`src/rtl/swerv_types.sv`:
```
// -----------------------------------------------------------------------------
// swerv_types
// Shared types and constants for the LSU bus clock-enable generator.
//   BUSCLK_RATIO_W : default width of the bus clock ratio field
//   busclk_state_t : ratio-change sequencer states (RUN / DRAIN / ACK)
// -----------------------------------------------------------------------------
package swerv_types;

  localparam int BUSCLK_RATIO_W = 3;

  typedef enum logic [1:0] {
    RUN   = 2'd0,
    DRAIN = 2'd1,
    ACK   = 2'd2
  } busclk_state_t;

endpackage

```
`src/rtl/lsu_busclk_cnt.sv`:
```
// -----------------------------------------------------------------------------
// lsu_busclk_cnt
// Bus-period counter. It counts 0..ratio_cur and then wraps to 0. The enable
// is decoded in the last core cycle of each bus period.
// Optional feature macro: RV_BUSCLK_PRE_EN adds clk_en_pre, which is high
// in the cycle before each clk_en.
// Ports:
//   clk, rst      core clock, synchronous active-high reset
//   ratio_cur     ratio currently in effect (divide = ratio_cur+1)
//   load_zero     synchronous restart of the count at 0
//   at_boundary   raw cnt==ratio_cur (not gated by reset)
//   clk_en        bus clock enable, forced low during reset
//   clk_en_pre    (RV_BUSCLK_PRE_EN only) pre-enable, forced low during reset
// -----------------------------------------------------------------------------
module lsu_busclk_cnt #(
  parameter int RATIO_W = 3
) (
  input  logic               clk,
  input  logic               rst,
  input  logic [RATIO_W-1:0] ratio_cur,
  input  logic               load_zero,
  output logic               at_boundary,
  output logic               clk_en
`ifdef RV_BUSCLK_PRE_EN
  ,
  output logic               clk_en_pre
`endif
);

  localparam logic [RATIO_W-1:0] CNT_ONE = RATIO_W'(1);

  logic [RATIO_W-1:0] cnt;

  assign at_boundary = (cnt == ratio_cur);
  assign clk_en      = at_boundary & ~rst;

  // The wrap is an explicit compare. It does not depend on counter overflow.
  always_ff @(posedge clk) begin
    if (rst) begin
      cnt <= '0;
    end else if (load_zero || at_boundary) begin
      cnt <= '0;
    end else begin
      cnt <= cnt + CNT_ONE;
    end
  end

`ifdef RV_BUSCLK_PRE_EN
  // At divide-by-1 every cycle precedes a pulse, so the pre-enable is held high.
  assign clk_en_pre = ~rst & ((ratio_cur == '0) | (cnt == (ratio_cur - CNT_ONE)));
`endif

endmodule

```
`src/rtl/lsu_bus_clken_gen.sv`:
```
// -----------------------------------------------------------------------------
// lsu_bus_clken_gen
// Generates the LSU bus clock enable by dividing the core clock by
// ratio_cur+1. Ratio changes arrive over a valid/ready handshake. A change
// takes effect only on a bus-period boundary while the bus is idle, and a
// one-cycle ack follows.
// Optional feature macro: RV_BUSCLK_PRE_EN adds the lsu_bus_clk_en_pre output.
// Ports:
//   clk, rst            core clock, synchronous active-high reset
//   ratio_req_valid     new ratio request
//   ratio_req           requested ratio
//   ratio_req_ready     request accepted when valid & ready
//   bus_idle            no in-flight bus traffic
//   lsu_bus_clk_en      high in the last core cycle of each bus period
//   ratio_cur           ratio in effect
//   ratio_chg_ack       one-cycle pulse: the pending ratio is now in effect
//   drain_active        change pending, waiting for boundary and idle
//   lsu_bus_clk_en_pre  (RV_BUSCLK_PRE_EN) high the cycle before lsu_bus_clk_en
//
// state | meaning
// RUN   | dividing at ratio_cur, accepting requests
// DRAIN | request held in ratio_pend, waiting for boundary with bus idle
// ACK   | new ratio in effect, ack pulse, first cycle of new period
// -----------------------------------------------------------------------------
module lsu_bus_clken_gen
  import swerv_types::*;
#(
  parameter int RATIO_W     = BUSCLK_RATIO_W,
  parameter int RESET_RATIO = 0
) (
  input  logic               clk,
  input  logic               rst,
  input  logic               ratio_req_valid,
  input  logic [RATIO_W-1:0] ratio_req,
  output logic               ratio_req_ready,
  input  logic               bus_idle,
  output logic               lsu_bus_clk_en,
  output logic [RATIO_W-1:0] ratio_cur,
  output logic               ratio_chg_ack,
  output logic               drain_active
`ifdef RV_BUSCLK_PRE_EN
  ,
  output logic               lsu_bus_clk_en_pre
`endif
);

  localparam logic [RATIO_W-1:0] RESET_VAL = RATIO_W'(RESET_RATIO);

  busclk_state_t      state_q, state_d;
  logic [RATIO_W-1:0] ratio_pend;
  logic               pend_load;
  logic               cur_load;
  logic               at_boundary;

  lsu_busclk_cnt #(.RATIO_W(RATIO_W)) u_cnt (
    .clk         (clk),
    .rst         (rst),
    .ratio_cur   (ratio_cur),
    .load_zero   (cur_load),
    .at_boundary (at_boundary),
    .clk_en      (lsu_bus_clk_en)
`ifdef RV_BUSCLK_PRE_EN
    ,
    .clk_en_pre  (lsu_bus_clk_en_pre)
`endif
  );

  always_ff @(posedge clk) begin
    if (rst) begin
      state_q    <= RUN;
      ratio_cur  <= RESET_VAL;
      ratio_pend <= '0;
    end else begin
      state_q <= state_d;
      if (pend_load) ratio_pend <= ratio_req;
      if (cur_load)  ratio_cur  <= ratio_pend;
    end
  end

  // The swap happens on the boundary cycle. That cycle still emits the
  // old-ratio pulse, so no bus period is cut short or stretched.
  always_comb begin
    state_d   = state_q;
    pend_load = 1'b0;
    cur_load  = 1'b0;
    case (state_q)
      RUN: begin
        if (ratio_req_valid) begin
          pend_load = 1'b1;
          state_d   = DRAIN;
        end
      end
      DRAIN: begin
        if (bus_idle && at_boundary) begin
          cur_load = 1'b1;
          state_d  = ACK;
        end
      end
      ACK:     state_d = RUN;
      default: state_d = RUN;
    endcase
  end

  // Outputs decode the state flop only. Reset forces them low.
  assign ratio_req_ready = (state_q == RUN)   & ~rst;
  assign drain_active    = (state_q == DRAIN) & ~rst;
  assign ratio_chg_ack   = (state_q == ACK)   & ~rst;

endmodule

```
`config.mk`:
```
export PLATFORM = sky130hd
export DESIGN_NAME = lsu_bus_clken_gen
export DESIGN_NICKNAME = d
export VERILOG_FILES = /design/src/rtl/swerv_types.sv /design/src/rtl/lsu_busclk_cnt.sv /design/src/rtl/lsu_bus_clken_gen.sv
export SDC_FILE = /design/constraint.sdc
export NUM_CORES = 1
export LEC_CHECK = 0
export ABC_AREA = 1
export BUFFER_PORTS_ARGS = -buffer_cell sky130_fd_sc_hd__buf_4
export CAP_MARGIN = 5
export CORE_AREA = 2 2 39 41
export CTS_CLUSTER_DIAMETER = 50
export DETAILED_ROUTE_END_ITERATION = 12
export DIE_AREA = 0 0 41 43
export GPL_ROUTABILITY_DRIVEN = 1
export PLACE_DENSITY = 0.66
export SLEW_MARGIN = 5
export SYNTH_ARGS = -nofsm -noshare
export SYNTH_HDL_FRONTEND = slang
export SYNTH_SLANG_ARGS = --single-unit
```
`constraint.sdc`:
```
create_clock -name clk -period 0.95 [get_ports clk]
set_input_delay 0.095 -clock clk [delete_from_list [all_inputs] [get_ports clk]]
set_output_delay 0.095 -clock clk [all_outputs]
set_load 0.01 [all_outputs]
```
==> qor.tcl <==
set qor(synth-adder-area-share_pct) 2.33
set qor(worst-endpoint-arrival_ns) 1.18
set qor(worst_path_buf_inv) 3
set qor(synth_seq_area_share_pct) 40.9
set qor(crit_path_end_kind) {output port}
set qor(max_stage_delay_on_crit_path_ns) 0.36
set qor(synth_seq_cells) 11
set qor(htreeDepth) 1
set qor(cts_tree) {done}
set qor(worst_hold_startpoint) {rst}
set qor(dr.pass1.iters) 4
set qor(layout_commonest_cell) {sky130_fd_sc_hd__buf_4}
set qor(clock_path_buffers) 2
set qor(post-dp-hpwl_um) 851
set qor(port_buffers) 13
set qor(drv.max_cap_violation_count) 0
set qor(launch_instance_of_the_worst_register_to_register_path) {u_cnt.cnt[0]$_SDFF_PP0_}
set qor(drt_iter0_markers) 12
set qor(wl_per_cell_um) 11.2
set qor(root_buf_cell) {sky130_fd_sc_hd__clkbuf_4}
set qor(post_route_cells_drive_above_1_share_pct) 60.3
set qor(rsz0062_at_grt) {true}
set qor(clk-insertion-delay-late_ns) 0.26
set qor(drt_drc_violations_left) 0
set qor(fill_cell_total_of_the_finished_layout) 121
set qor(holdCritPathClass) {primary input to flip-flop}
set qor(gr-usage-all-layers_pct) 19.0
set qor(setup.worst_path.start) {u_cnt.cnt[0]$_SDFF_PP0_}
set qor(yosys.cell_types.count) 14
set qor(final_antenna_net_count) 0
set qor(critical_path_required_ns) 0.85
set qor(critical-path-top-delay-family) {flip-flops}
set qor(grt_pass1_wl_um) 2280
set qor(synth_top_family_by_area) {simple AND/OR/NAND/NOR gates}
set qor(antenna_found_initial) 0
set qor(final_critical_path_setup_slack_ns) -0.327
set qor(fin_worst_hold_slack_ns) 0.0330
set qor(die_w_um) 41
set qor(clkSinkCount) 11
set qor(power.density_cell_area_nw_per_um2) 2260
set qor(finish.net_count) 125
set qor(drv_slew) 0
set qor(layout_common_cells) {sky130_fd_sc_hd__buf_4, sky130_fd_sc_hd__nand2_1, sky130_fd_sc_hd__inv_1, sky130_fd_sc_hd__buf_6}
set qor(core-area_um2) 1380
set qor(antenna-diode-count) 0
set qor(globalRouteOverflowTotal) 0
set qor(cellLeakagePower_uw) 0.000471
set qor(finalCriticalPeriod_ns) 1.28
set qor(violations) {setup timing}
set qor(list_of_cells_traversed_by_the_critical_path) {inv_2, nand2_1, nand2_1, nand2_2, nor2_4, inv_2, nor2_2, buf_4}
set qor(critical_path.slowest_cell) {sky130_fd_sc_hd__dfxtp_4}
set qor(worst_slew_margin_rel_pct) 78.1
set qor(die_h_um) 43
set qor(highest_clock_frequency_the_design_can_meet_mhz) 783
set qor(num_io_pins) 14
set qor(post-place-cells) 118
set qor(layout-area-overhead-vs-synth_pct) 80.7
set qor(mean_post_synth_cell_area_um2) 6.73
set qor(ir_worst_vdd_uv) 1480
set qor(via_per_inst) 4.59
set qor(layout_skew_ns) 0.00178
set qor(synth_nets) 88
set qor(drt-total-wl_um) 1480
set qor(num_rows) 14
set qor(die_area_um2) 1760
set qor(ctsHoldBuffers) 0
set qor(synth_warnings) 0
set qor(finalSetupViolCount) 13
set qor(floorplan.initialDensity_pct) 38.9
set qor(synthesis.area_um2) 538
set qor(place.gp.congestion) 0.738
set qor(synthCells) 80
set qor(max_slew.worst_pin.slew_ns) 0.329
set qor(cts_made_buffers) 3
set qor(worstSetupStartpointType) {flip-flop}
set qor(reg2reg_setup_slack_ns) -0.29
set qor(critPathKind) {flip-flop to output port}
set qor(grt_pass1_vias) 567
set qor(finalNonFillerCells) 132
set qor(fin_crit_share_pct) 134
set qor(via_count) 606
set qor(crit_fanout) 5
set qor(status) {finished, violations left}
set qor(hold_viol) 0
set qor(grt_max_degree) 9
set qor(fraction_of_synthesized_cell_area_in_xor_and_xnor_cells_pct) 4.88
set qor(yosys-mux-area-fraction_pct) 0
set qor(synth_simple_gate_area_share_pct) 34.9
set qor(cts.reportedPaths.clkPinSlew_ns) 0.07
set qor(synth-compound-area-share_pct) 6.51
[cell usage after synthesis]
library cell               n  area share (%)
sky130_fd_sc_hd__dfxtp_1  11              41
sky130_fd_sc_hd__o21ai_0   4             3.7
sky130_fd_sc_hd__nand2_1  24              17
sky130_fd_sc_hd__nand4_2   1             2.3
sky130_fd_sc_hd__nor2_2    3             3.5
sky130_fd_sc_hd__xnor2_1   2             3.3
sky130_fd_sc_hd__nand4_1   3             3.5
sky130_fd_sc_hd__nor3_1    2             1.9
sky130_fd_sc_hd__nor2_1   10             7.0
sky130_fd_sc_hd__inv_2     1            0.70
sky130_fd_sc_hd__ha_1      1             2.3
sky130_fd_sc_hd__xor2_1    1             1.6
sky130_fd_sc_hd__inv_1    14             9.8
sky130_fd_sc_hd__a21oi_1   3             2.8
[logic make-up (layout without fill, tap and decap cells)]
logic type,count (synthesis),in the layout
adders and majority gates,1,1
buffers and inverters,15,51
DFF,11,11
xor gates and xnor gates,3,3
AOI/OAI and AO/OA,7,7
and+or+nand+nor,43,43
[cell type report]
cell class | instances | area, µm² | share of cell area [%]
tap | 16 | 20.0 | 2.06
timing repair buffer | 32 | 278 | 28.6
inverter | 15 | 56.3 | 5.79
clock buffer | 4 | 26.3 | 2.70
sequential | 11 | 240 | 24.7
multi-input combinational | 54 | 352 | 36.2
[flip-flops by register name, summed over array words and instances (netlist names)]
register	count
ratio_cur	3
state_q	2
ratio_pend	3
u_cnt.cnt	3
[routing by layer]
| metal | global-route usage (%) | vias to the layer above | share of wire [%] |
|---|---|---|---|
| met4 | 4.00 | 0 | 0.61 |
| met5 | 0 | - | 0 |
| li1 | - | 317 | - |
| met3 | 4.71 | 2 | 4.5 |
| met2 | 34.1 | 15 | 57 |
| met1 | 21.0 | 272 | 38 |
[power breakdown]
group / switching [µW] / leakage, µW / internal (µW)
combinational: 593 / 0.000361 / 659
clock: 147 / 0.0000150 / 162
sequential: 77.2 / 0.0000948 / 561
total: 817 / 0.000471 / 1380
[final timing paths]
kind / end / cells past startpoint
hold reg to reg: u_cnt.cnt[0]$_SDFF_PP0_ / 1
setup / recovery: lsu_bus_clk_en / 8
hold / removal: state_q[1]$_SDFFE_PP0P_ / 2
setup reg to reg: ratio_cur[0]$_SDFFE_PP0P_ / 10
[stage by stage]
stage               TNS [ns]  setup slack [ns]  util, %  instance area [µm²]  power [µW]
finish                 -2.62            -0.327     70.3                  972        2200
global route           -3.49            -0.413     70.3                  972        2390
CTS                    -2.42            -0.313     65.8                  911        2140
floorplan             -0.280           -0.0512        -                  544        1080
detailed placement     -1.30            -0.201     52.7                  729        1370
global placement       -1.09            -0.168     52.7                  729        1360
[timing repair]
item | 4_1_cts | 5_1_grt
gates resized for setup | 28 | 20
setup buffers | 8 | 4
endpoints found under the setup margin | 13 | 17
pin swaps | 7 | 8
Power figures use the tool's default switching activity.
